$ cat config.mk
export PLATFORM = sky130hd
export DESIGN_NAME = alu_mc
export DESIGN_NICKNAME = d
export VERILOG_FILES = /design/src/rtl/alu_pkg.sv /design/src/rtl/alu_muldiv_seq.sv /design/src/rtl/alu_mc.sv
export SDC_FILE = /design/constraint.sdc
export NUM_CORES = 1
export LEC_CHECK = 0
export CAP_MARGIN = 20
export CORE_ASPECT_RATIO = 1.5
export CORE_UTILIZATION = 40
export DETAILED_ROUTE_END_ITERATION = 12
export PLACE_DENSITY_LB_ADDON = 0.25
export REMOVE_ABC_BUFFERS = 1
export SLEW_MARGIN = 10
export SYNTH_ARGS = -nofsm -noshare
export SYNTH_HDL_FRONTEND = slang
export SYNTH_SLANG_ARGS = --single-unit
$ cat constraint.sdc
create_clock -name clock -period 9.02 [get_ports clock]
set_clock_uncertainty 0.1 [all_clocks]
set_input_delay 1.353 -clock clock [delete_from_list [all_inputs] [get_ports clock]]
set_output_delay 1.353 -clock clock [all_outputs]
set_load 0.05 [all_outputs]
$ cat src/rtl/alu_pkg.sv
// rtl/alu_pkg.sv - opcode constants, FSM state type and decode helper for alu_mc
package alu_pkg;

    localparam logic [3:0] ALU_ADD   = 4'b0000;
    localparam logic [3:0] ALU_SUB   = 4'b1000;
    localparam logic [3:0] ALU_AND   = 4'b0111;
    localparam logic [3:0] ALU_OR    = 4'b0110;
    localparam logic [3:0] ALU_XOR   = 4'b0100;
    localparam logic [3:0] ALU_PASSB = 4'b0010;
    localparam logic [3:0] ALU_SLL   = 4'b0001;
    localparam logic [3:0] ALU_SRL   = 4'b0101;
    localparam logic [3:0] ALU_SRA   = 4'b1101;
    localparam logic [3:0] ALU_SLT   = 4'b1011;
    localparam logic [3:0] ALU_MUL   = 4'b0011;
    localparam logic [3:0] ALU_DIVU  = 4'b1001;

    typedef enum logic [1:0] {
        IDLE = 2'd0,
        BUSY = 2'd1,
        DONE = 2'd2
    } state_t;

    // Opcodes that need the iterative multiply/divide unit
    function automatic logic is_multicycle(input logic [3:0] op);
        return (op == ALU_MUL) || (op == ALU_DIVU);
    endfunction

endpackage

$ cat src/rtl/alu_muldiv_seq.sv
// rtl/alu_muldiv_seq.sv - iterative shift-add multiplier / restoring divider, one step per cycle
module alu_muldiv_seq #(
    parameter int WIDTH = 32
) (
    input  logic             clock,
    input  logic             reset,
    input  logic             start,
    input  logic             run,
    input  logic             op_div,
    input  logic [WIDTH-1:0] a,
    input  logic [WIDTH-1:0] b,
    output logic             done,
    output logic [WIDTH-1:0] lo,
    output logic [WIDTH-1:0] hi,
    output logic             dz
);
    localparam int SHW = $clog2(WIDTH);

    // acc holds {partial product, multiplier} or {remainder, dividend/quotient}
    logic [2*WIDTH-1:0] acc;
    logic [2*WIDTH-1:0] acc_nxt;
    logic [WIDTH-1:0]   dv;
    logic               div_r;
    logic [SHW-1:0]     cnt;
    logic [WIDTH:0]     sum;
    logic [WIDTH:0]     rem_sh;
    logic [WIDTH:0]     diff;

    // One iteration step; lo/hi expose the post-step value so the last step lands in the output regs directly
    always_comb begin
        sum     = {1'b0, acc[2*WIDTH-1:WIDTH]} + (acc[0] ? {1'b0, dv} : '0);
        rem_sh  = {acc[2*WIDTH-1:WIDTH], acc[WIDTH-1]};
        diff    = rem_sh - {1'b0, dv};
        acc_nxt = {sum, acc[WIDTH-1:1]};
        if (div_r) begin
            if (!diff[WIDTH])
                acc_nxt = {diff[WIDTH-1:0], acc[WIDTH-2:0], 1'b1};
            else
                acc_nxt = {rem_sh[WIDTH-1:0], acc[WIDTH-2:0], 1'b0};
        end
    end

    assign done = run && (cnt == SHW'(WIDTH - 1));
    assign lo   = acc_nxt[WIDTH-1:0];
    assign hi   = acc_nxt[2*WIDTH-1:WIDTH];
    assign dz   = op_div && (b == '0);

    // Load operands on start, then advance one step per running cycle
    always_ff @(posedge clock or posedge reset) begin
        if (reset) begin
            acc   <= '0;
            dv    <= '0;
            div_r <= 1'b0;
            cnt   <= '0;
        end else if (start) begin
            acc   <= {{WIDTH{1'b0}}, a};
            dv    <= b;
            div_r <= op_div;
            cnt   <= '0;
        end else if (run) begin
            acc   <= acc_nxt;
            cnt   <= cnt + 1'b1;
        end
    end

endmodule

$ cat src/rtl/alu_mc.sv
// rtl/alu_mc.sv - multi-cycle ALU with valid/ready handshake and registered results
module alu_mc
    import alu_pkg::*;
#(
    parameter int WIDTH         = 32,
    parameter bit ENABLE_MULDIV = 1'b1
) (
    input  logic             clock,
    input  logic             reset,
    input  logic             in_valid,
    output logic             in_ready,
    input  logic [WIDTH-1:0] a,
    input  logic [WIDTH-1:0] b,
    input  logic [3:0]       aluc,
    output logic             out_valid,
    input  logic             out_ready,
    output logic [WIDTH-1:0] s,
    output logic [WIDTH-1:0] hi,
    output logic             z,
    output logic             flag_small,
    output logic             div_zero
);
    localparam int SHW = $clog2(WIDTH);

    state_t           state;
    state_t           state_nxt;
    logic             accept;
    logic             md_start;
    logic             md_done;
    logic             md_dz;
    logic [WIDTH-1:0] md_lo;
    logic [WIDTH-1:0] md_hi;
    logic [SHW-1:0]   amt;
    logic [WIDTH-1:0] r_s;
    logic [WIDTH-1:0] r_hi;
    logic             r_flag;
    logic             r_dz;

    assign in_ready = (state == IDLE);
    assign accept   = in_valid && (state == IDLE);
    assign amt      = b[SHW-1:0];
    // A zero divisor short-circuits to a one-cycle result instead of iterating
    assign md_start = accept && (ENABLE_MULDIV != 1'b0) && is_multicycle(aluc) && !md_dz;

    generate
        if (ENABLE_MULDIV) begin : g_md
            alu_muldiv_seq #(.WIDTH(WIDTH)) u_md (
                .clock  (clock),
                .reset  (reset),
                .start  (md_start),
                .run    (state == BUSY),
                .op_div (aluc == ALU_DIVU),
                .a      (a),
                .b      (b),
                .done   (md_done),
                .lo     (md_lo),
                .hi     (md_hi),
                .dz     (md_dz)
            );
        end else begin : g_no_md
            assign md_done = 1'b0;
            assign md_lo   = '0;
            assign md_hi   = '0;
            assign md_dz   = 1'b0;
        end
    endgenerate

    // Single-cycle datapath; unlisted opcodes (and MUL/DIVU without the unit) give all-zero results
    always_comb begin
        r_s    = '0;
        r_hi   = '0;
        r_flag = 1'b0;
        r_dz   = 1'b0;
        case (aluc)
            ALU_ADD:   r_s = a + b;
            ALU_SUB:   r_s = a - b;
            ALU_AND:   r_s = a & b;
            ALU_OR:    r_s = a | b;
            ALU_XOR:   r_s = a ^ b;
            ALU_PASSB: r_s = b;
            ALU_SLL:   r_s = a << amt;
            ALU_SRL:   r_s = a >> amt;
            ALU_SRA:   r_s = $unsigned($signed(a) >>> amt);
            ALU_SLT: begin
                r_s    = a - b;
                r_flag = $signed(a) < $signed(b);
            end
            ALU_DIVU: begin
                if (md_dz) begin
                    r_s  = '1;
                    r_hi = a;
                    r_dz = 1'b1;
                end
            end
            default: ;
        endcase
    end

    // State register
    always_ff @(posedge clock or posedge reset) begin
        if (reset)
            state <= IDLE;
        else
            state <= state_nxt;
    end

    // Next-state decode
    always_comb begin
        state_nxt = state;
        case (state)
            IDLE: if (accept)    state_nxt = md_start ? BUSY : DONE;
            BUSY: if (md_done)   state_nxt = DONE;
            DONE: if (out_ready) state_nxt = IDLE;
            default:             state_nxt = IDLE;
        endcase
    end

    // Result registers: load on single-cycle accept or final iteration, drop valid and flags on consume
    always_ff @(posedge clock or posedge reset) begin
        if (reset) begin
            s          <= '0;
            hi         <= '0;
            z          <= 1'b1;
            flag_small <= 1'b0;
            div_zero   <= 1'b0;
            out_valid  <= 1'b0;
        end else if (accept && !md_start) begin
            s          <= r_s;
            hi         <= r_hi;
            z          <= (r_s == '0);
            flag_small <= r_flag;
            div_zero   <= r_dz;
            out_valid  <= 1'b1;
        end else if ((state == BUSY) && md_done) begin
            s          <= md_lo;
            hi         <= md_hi;
            z          <= (md_lo == '0);
            flag_small <= 1'b0;
            div_zero   <= 1'b0;
            out_valid  <= 1'b1;
        end else if ((state == DONE) && out_ready) begin
            flag_small <= 1'b0;
            div_zero   <= 1'b0;
            out_valid  <= 1'b0;
        end
    end

endmodule

# After elaboration in Yosys (flattened, before gate mapping)
# Index checks and enable logic that the tools add are counted.
# classes
n_addsub	5
order_cmp	1
n_eq_ne	17
n_shift	3
muxes	31
bitwise	3
n_reduce_logical	21
# op_table
cell	n
32-bit one-hot mux with 10 select lines	1
32-bit 2-to-1 mux	8
64-bit 2-to-1 mux	4
32-bit logical NOT	3
32-bit by 33-bit adder with 33-bit output	1
33-bit by 32-bit subtractor with 33-bit output	1
32-bit adder	1
32-bit bitwise AND	1
32-bit < comparator	1
32-bit OR	1
32-bit by 5-bit left shift with 32-bit output	1
32-bit by 5-bit >> shifter with 32-bit output	1
32-bit by 5-bit >>> shifter with 32-bit output	1
32-bit subtractor	1
32-bit XOR	1
4-bit by 3-bit == test with 1-bit output, second input constant	4
4-bit == test, second input constant	4
1-bit 2-to-1 mux	11
5-bit 2-to-1 mux	2
4-bit by 2-bit == test with 1-bit output, second input constant	2
1-bit logical AND	8
2-bit 2-to-1 mux	4
2-bit one-hot mux with 3 select lines	1
5-bit by 1-bit adder with 5-bit output, second input constant	1
other kinds (14)	17
# word_totals
regBits	172
in_bits	72
out_inout_bits	69
wordCells	92

# Logic depth before layout (Yosys ltp)
# Gate-level depths: netlist of run 1.
# depth
word_depth	7
ltp_mapped	18
mapped_depth_nobuf	16

# By module
# A second synthesis of run 1 with hierarchy kept.
# unflattened
hier_cells	2934
area_unflattened_um2	22449.0
# by_module_without_submodules
module	n_inst	cells_each	area_per_inst_um2	seq_area_each_um2
alu_mc	1	1791	13245.2	1752.9
alu_muldiv_seq	1	1143	9203.8	2552.4

# Worst setup path before layout of run 1
# No wires, ideal clock.
# synth_timing
path_kind	input port to flip-flop
from	input port b[2]
to	register z
setup_time_ns	0.062
t_arrival_ns	5.650
required_time_ns	8.858
slack_ns	3.208
cell_stages	18
n_path_buf	4
path_cell_list	inv_2 buf_1 buf_2 buf_1 clkbuf_1 ha_1 o211ai_1 o21ai_1 o211ai_1 a21oi_1 a21o_1 a211o_1 or4b_1 or4_1 nor3_2 nand3_1 nor4b_2 a41o_1
# synth_via
elab_chain_len	7
word_cells_on_any_way	19
cone_classes	add/sub: 2; shift: 3; mux: 3; bitwise: 3; reduce/logical: 8
# synth_lines
item	line_no	rtl
from (decl)	alu_mc.sv:13	input logic [WIDTH-1:0] b,
branches (longest 7 deep; another with 32-bit subtractor)	-	
to (signal assigned)	alu_mc.sv:130	z <= (r_s == '0);
to (signal assigned)	alu_mc.sv:137	z <= (md_lo == '0);
to (decl)	alu_mc.sv:19	output logic z,
# Parallel ways; which one is timed is not known.
# A chain may end at the register's enable or synchronous reset.

# Final worst setup path of run 1
# layout_timing
from	input port a[9]
to	register flag_small
# layout_via
elab_chain_len	3
# layout_lines
item	line_no	rtl
from (decl)	alu_mc.sv:12	input logic [WIDTH-1:0] a,
32-bit < comparator	alu_mc.sv:86	r_flag = $signed(a) < $signed(b);
1-bit 2-to-1 mux	alu_mc.sv:74	case (aluc)
1-bit 2-to-1 mux	alu_mc.sv:127	end else if (accept && !md_start) begin
to (signal assigned)	alu_mc.sv:131	flag_small <= r_flag;
to (decl)	alu_mc.sv:20	output logic flag_small,
# No other way between the ends.

==> results of run 1 <==
==> critical path: cells and delay by family <==
kind | cells | cell delay (ns)
simple gates | 2 | 0.56
fa+ha+maj | 1 | 0.54
buf+inv | 4 | 1.45
compound gates | 8 | 2.75
==> report_power, final <==
part,internal (mW),switching [mW]
logic,1.51,2.62
registers,1.06,0.302
clock network,0.439,0.333
==> Yosys cell counts (29+ instances only) <==
cell | instances | area share, %
mux2i_1 | 84 | 4.0
nand3_1 | 95 | 2.2
a21oi_1 | 203 | 4.8
buf_2 | 31 | 0.73
clkbuf_1 | 126 | 2.2
nor2_1 | 241 | 4.3
o21ai_0 | 225 | 5.3
xnor2_1 | 40 | 1.6
dfrtp_1 | 171 | 20
a211oi_1 | 58 | 2.0
inv_1 | 147 | 2.6
nor3_1 | 65 | 1.5
nand2_1 | 308 | 5.4
a31oi_1 | 31 | 0.91
o211ai_1 | 35 | 1.2
a21o_1 | 39 | 1.4
nand4_1 | 29 | 0.85
o221ai_1 | 47 | 1.9
and2_1 | 46 | 1.4
ha_1 | 168 | 9.9
==> flip-flops by register name, indices dropped and copies added (netlist names) <==
register         cells
hi                  32
g_md.u_md.div_r      1
g_md.u_md.dv        32
z                    1
flag_small           1
g_md.u_md.cnt        5
g_md.u_md.acc       64
state                2
s                   32
out_valid            1
div_zero             1
==> path summary, 6_finish.rpt <==
path	start	end	slack (ns)
worst max-delay path	a[9]	flag_small$_DFFE_PP0P_	2.64
worst min-delay path	g_md.u_md.dv[27]$_DFFE_PP0P_	g_md.u_md.dv[27]$_DFFE_PP0P_	0.40
worst max register to register	g_md.u_md.acc[31]$_DFFE_PP0P_	hi[7]$_DFFE_PP0P_	3.63
worst min register to register	g_md.u_md.dv[27]$_DFFE_PP0P_	g_md.u_md.dv[27]$_DFFE_PP0P_	0.40
max in group asynchronous	reset	z$_DFFE_PP1P_	6.15
min in group asynchronous	reset	hi[5]$_DFFE_PP0P_	1.33
==> cell families (layout without fill, tap and decap cells) <==
| kind of cell | Yosys count | in the layout |
|---|---|---|
| flops | 172 | 172 |
| compound gates | 935 | 935 |
| buf+inv | 351 | 382 |
| mux | 149 | 149 |
| xor+xnor | 64 | 64 |
| fa+ha+maj | 172 | 172 |
| simple gates | 931 | 931 |
==> area by class of cell <==
type / instances / share of cell area, %
multi-input cells: 2251 / 65.54
flip-flops and latches: 172 / 18.19
repair buffers: 198 / 7.763
well taps: 682 / 3.601
inverters: 152 / 2.429
clock buffers: 23 / 1.890
clock inverters: 9 / 0.5914
==> cells in the final DEF (no fill, tap or decap), types with 16 or more instances in the layout <==
master,n
nor2_1,240
o221ai_1,47
nand2_1,307
o21ai_0,223
a31oi_1,31
xnor2_1,40
a221oi_1,17
buf_4,55
o21a_1,22
dfrtp_1,170
ha_1,168
o31ai_1,22
and2_1,45
nor4_1,27
o21bai_1,16
a211o_1,16
a21oi_1,203
mux2i_1,84
a211oi_1,58
clkdlybuf4s50_1,134
mux4_2,28
mux2_2,26
nand4_1,29
nor3_1,65
clkbuf_16,17
nand3_1,95
a31o_2,18
o211ai_1,35
nand2b_1,25
xor2_1,22
a21o_1,39
inv_1,146
==> routing by layer <==
metal | vias up | global-route usage, % | wire length (um)
li1 | 10410 | - | -
met1 | 11560 | 47.82 | 40940
met2 | 1259 | 61.48 | 48230
met5 | - | 0 | 0
met4 | 0 | 22.36 | 6999
met3 | 264 | 4.618 | 7443
==> metrics by stage <==
| step | total power [mW] | instances | util, % | area [um2] |
|---|---|---|---|---|
| finish | 6.264 | 3487 | 45.06 | 23690 |
| detailed placement | 5.398 | 3451 | 43.85 | 23060 |
| floorplan | 4.042 | 2575 | - | 20330 |
| global route | 6.653 | 3487 | 45.06 | 23690 |
| CTS | 6.191 | 3483 | 44.97 | 23650 |
| global placement | 5.344 | 3450 | 43.83 | 23040 |
==> flow_metrics.py, run 1 <==
metrics = {
    "status": {
        "status": "complete, no violations",
    },
    "synthesis": {
        "avgSynthCellArea_um2": 7.660,
        "synth-simple-area-share_pct": 20.56,
        "ys_ff_latch": 172,
        "synth_edf_count": 0,
        "netlist_area_um2": 21250,
        "async_flop_share_pct": 100.0,
        "synth-adder-area-share_pct": 10.27,
        "ys_types": 100,
        "synth_flop_cell": "dfrtp_1",
        "synth-seq-area-share_pct": 20.26,
        "synth_compound_area_share_pct": 29.68,
        "synth_mux_area_share_pct": 9.557,
        "netlist_instances": 2774,
        "synth-xor-area-share_pct": 2.673,
        "synth_top_family_by_area": "compound AO/OA/AOI/OAI gates",
        "ys_warn_count": 0,
    },
    "clock_tree": {
        "ctsResizeCount": 0,
        "htree_levels": 4,
        "cts_sinks": 172,
        "ctsHoldBuffers": 0,
        "clk_pin_slew_ns": 0.07,
        "cts_tree": "built",
        "clk_path_buf_depth": 2,
        "cts_buffers": 17,
        "postCtsSetupBuffers": 0,
        "root_buffer": "clkbuf_16",
        "clock_latency_ns": 0.45,
    },
    "placement": {
        "place_ws_ns": 2.399,
        "finalWeightedCongestion": 1.064,
        "portBuffers": 140,
        "dpl.hpwl_mm": 79.34,
    },
    "detailed_routing": {
        "initialDrtViolationCount": 2598,
        "final_antenna_net_count": 0,
        "viasPerCell": 6.740,
        "drc": 0,
        "wl_per_cell_um": 29.71,
        "dr.pass1.iters": 6,
        "dr_total_vias": 23500,
        "routed_wl_mm": 103.6,
    },
    "critical_path": {
        "required_ns": 9.31,
        "slowest_stage": "clkdlybuf4s50_1",
        "path_cells": "clkdlybuf4s50_1 > inv_1 > ha_1 > inv_1 > a2111oi_0 > nand4b_1 > and4_1 > o21ai_0 > a21oi_1 > a311o_1 > a21oi_1 > o21ai_0 > a2111oi_2 > buf_4 > a31o_2",
        "worstPathMaxFanout": 10,
        "cp-end-kind": "register",
        "reg2regPathDepth": 18,
        "cp.arrival_ns": 6.67,
        "worstSetupPathType": "primary input to register",
        "crit_path_start_kind": "primary input",
        "cpPeakStageDelay_ns": 0.86,
    },
    "timing": {
        "layout_min_cycle_time_ns": 6.376,
        "hold_viol_final": 0,
        "min_period_over_period_pct": 70.68,
        "rsz0062_at_grt": "no",
        "tightest_slew_ns": 1.185,
        "max_freq_mhz": 156.8,
        "timing.hold.ws_ns": 0.3963,
        "relSlewSlack_pct": 18.94,
        "tns_ns": 0,
        "finalSetupViolCount": 0,
        "setup_ws_ns": 2.644,
        "slew_violations": 0,
    },
    "final_layout": {
        "drive_above_1_share_pct": 7.558,
        "nFillCells": 5337,
        "seqCellArea_um2": 4309,
        "nNetsFinal": 3036,
        "multi_input_area_um2": 15530,
        "area_growth_pct": 11.51,
        "insertedDiodeCount": 0,
    },
    "grt": {
        "grt_pass1_wl_mm": 151.8,
        "track_usage_pct": 37.85,
        "grt_start_max_net_pins": 117,
        "grt_pass1_vias": 22460,
        "grt_overflow": 0,
        "antenna_found_initial": 3,
    },
    "hold_path": {
        "hold_path_class": "register to register",
        "hold_path_depth": 2,
    },
    "flow_run": {
        "max_cap_violations": 0,
    },
    "floorplanning": {
        "row_count": 103,
        "die_area_um2": 54070,
        "die_h_um": 284.3,
        "initial_utilization_pct": 40.41,
        "fp.coreArea_um2": 52580,
        "die_width_um": 190.2,
        "ios": 141,
    },
    "power": {
        "p_leak_nw": 10.29,
        "p_per_area_nw_per_um2": 264.4,
        "peakVddDrop_mv": 0.7869,
    },
}
Power figures use the tool's default switching activity.
==> inputs of run 2 (changes only) <==
Clock period 9.02 ns to 6.2 ns, I/O delays scaled along.
==> run 2 against run 1 <==
  * Clock power increased by 50%
  * Critical path depth unchanged
  * Worst setup slack got worse by 2.1 ns
  * Routed wire length increased by 1.1%
  * Global-route usage increased by 0.45 points
  * Sequential share of layout area decreased by 0.46 points
  * Via count increased by 1.1%
  * Sequential cell count unchanged
  * Final cell count increased by 2.1%
  * Clock-buffer cell count decreased by 5
==> flow_metrics.py, run 2 (same netlist as run 1, synthesis figures left out) <==
metrics = {
    "detailed_routing": {
        "wl_per_cell_um": 29.43,
        "routed_wl_mm": 104.7,
        "viasPerCell": 6.676,
        "drc": 0,
        "initialDrtViolationCount": 2633,
        "dr_total_vias": 23760,
        "dr.pass1.iters": 7,
        "final_antenna_net_count": 0,
    },
    "critical_path": {
        "reg2reg_to": "hi[27]$_DFFE_PP0P_",
        "worstSetupPathType": "primary input to register",
        "cp.arrival_ns": 5.96,
        "worstPathMaxFanout": 10,
        "cp-end-kind": "register",
        "required_ns": 6.51,
        "cp_common_cell": "inv_1",
        "slowest_stage": "a2111oi_0",
        "crit_path_start_kind": "primary input",
        "path_cells": "clkdlybuf4s50_1 > inv_1 > ha_1 > inv_1 > a2111oi_0 > nand4b_1 > and3_1 > o21ai_0 > o2bb2ai_1 > or4b_1 > or4_1 > nor3_2 > nand3_1 > nor4b_2 > a41o_1",
        "r2r_setup_slack_ns": 0.89,
        "timing.rr.start": "g_md.u_md.dv[14]$_DFFE_PP0P_",
        "cpPeakStageDelay_ns": 0.70,
        "reg2regPathDepth": 15,
    },
    "floorplanning": {
        "fp.coreArea_um2": 52580,
        "ios": 141,
        "initial_utilization_pct": 40.41,
        "die_width_um": 190.2,
        "die_h_um": 284.3,
        "row_count": 103,
        "die_area_um2": 54070,
    },
    "hold_path": {
        "hold_path_class": "register to register",
        "hold_path_depth": 2,
        "hold_end": "out_valid$_DFFE_PP0P_",
        "min_from": "out_valid$_DFFE_PP0P_",
    },
    "power": {
        "internal_power_mw": 4.447,
        "p_comb_share_pct": 65.7,
        "power_mw": 9.265,
        "power.switching_mw": 4.818,
        "power_frac_seq_pct": 21.8,
        "peakVddDrop_mv": 0.4327,
        "p_clk_share_pct": 12.5,
        "p_per_area_nw_per_um2": 381.3,
        "p_leak_nw": 10.64,
        "p_sw_share_pct": 52.00,
    },
    "clock_tree": {
        "ctsResizeCount": 0,
        "clock_latency_ns": 0.47,
        "htree_levels": 4,
        "clk_pin_slew_ns": 0.08,
        "ctsHoldBuffers": 0,
        "clk_path_buf_depth": 2,
        "cts_buffers": 17,
        "postCtsSetupBuffers": 0,
        "cts_sinks": 172,
        "root_buffer": "clkbuf_16",
        "cts_tree": "built",
    },
    "timing": {
        "tns_ns": 0,
        "min_period_over_period_pct": 91.24,
        "max_freq_mhz": 176.8,
        "relSlewSlack_pct": 20.41,
        "slew_violations": 0,
        "layout_min_cycle_time_ns": 5.657,
        "hold_viol_final": 0,
        "rsz0062_at_grt": "no",
        "finalSetupViolCount": 0,
        "tightest_slew_ns": 1.191,
    },
    "grt": {
        "grt_start_max_net_pins": 130,
        "grt_pass1_wl_mm": 153.7,
        "track_usage_pct": 38.31,
        "antenna_found_initial": 6,
        "grt_pass1_vias": 22980,
        "grt_overflow": 0,
    },
    "final_layout": {
        "largest_reg_flops": 64,
        "final_area_um2": 24300,
        "drive_above_1_share_pct": 9.854,
        "largest_register": "g_md.u_md.acc",
        "area_growth_pct": 14.37,
        "nNetsFinal": 3103,
        "final_common_cell": "nand2_1",
        "layout_common_cells": "307 x nand2_1, 240 x nor2_1, 224 x o21ai_0, 203 x a21oi_1, 170 x dfrtp_1",
        "nFillCells": 5317,
    },
    "flow_run": {
        "max_cap_violations": 0,
    },
    "placement": {
        "portBuffers": 140,
        "dpl.hpwl_mm": 81.01,
        "finalWeightedCongestion": 1.053,
        "dpl-instance-area_um2": 23680,
    },
    "status": {
        "status": "complete, no violations",
    },
}
==> run 2: cell count changes in the layout (fill, tap and decap cells not counted), sizes merged <==
cell / delta
bufinv: -1
clkbuf: -5
clkinvlp: +1
diode: +5
buf: +67
clkinv: -1
inv: +6
==> run 2: how the worst max path moves through the flow <==
stage,startpoint,end,cells past startpoint,slack [ns]
2_1_floorplan,b[4],flag_small$_DFFE_PP0P_,6,-0.47
3_3_place_gp,a[9],flag_small$_DFFE_PP0P_,17,0.20
3_5_place_dp,a[9],z$_DFFE_PP1P_,15,0.16
4_1_cts,a[9],z$_DFFE_PP1P_,15,0.64
5_1_grt,b[9],z$_DFFE_PP1P_,16,0.24
6_report,b[9],z$_DFFE_PP1P_,15,0.54
==> run 2: power groups by stage <==
stage               Clock [mW]  Combinational, mW  Sequential [mW]
finish                    1.16               6.08             2.02
global route              1.20               6.59             2.06
CTS                       1.16               6.00             2.01
detailed placement           0               5.95             2.03
global placement             0               5.89             2.02
floorplan                    0               3.61             2.27
==> run 2: metal layers <==
metal	vias to the layer above	part of all wire (%)	global-route usage [%]
li1	10520	-	-
met1	11600	38	47.70
met2	1321	47	62.76
met3	310	7.9	4.766
met4	4	6.8	23.06
met5	-	0.028	0
==> run 2: worst max-delay path: cells and delay by family <==
family          cells  cell delay, ns
compound gates      4            1.26
buf+inv             3            0.82
fa+ha+maj           1            0.49
simple gates        7            2.44
==> run 2: layout make-up <==
class,instances,area [um2],area share [%]
sequential,172,4309,17.73
clock inverter,14,176.4,0.7259
tap,682,853.3,3.511
timing repair buffer,265,2435,10.02
clock buffer,18,429.2,1.766
inverter,152,575.6,2.368
antenna,5,12.51,0.05149
multi-input combinational,2251,15510,63.83
==> run 2: metrics by stage <==
step | std cells | setup WS, ns | utilization [%] | hold WS (ns)
final | 3559 | 0.5429 | 46.22 | 0.4053
after global routing | 3555 | 0.2373 | 46.20 | 0.4415
after CTS | 3553 | 0.6403 | 46.19 | 0.4056
after detailed placement | 3521 | 0.1589 | 45.03 | 0.3810
after global placement | 3521 | 0.2002 | 45.03 | 0.3848
after floorplan | 2575 | -0.4680 | - | 0.3632
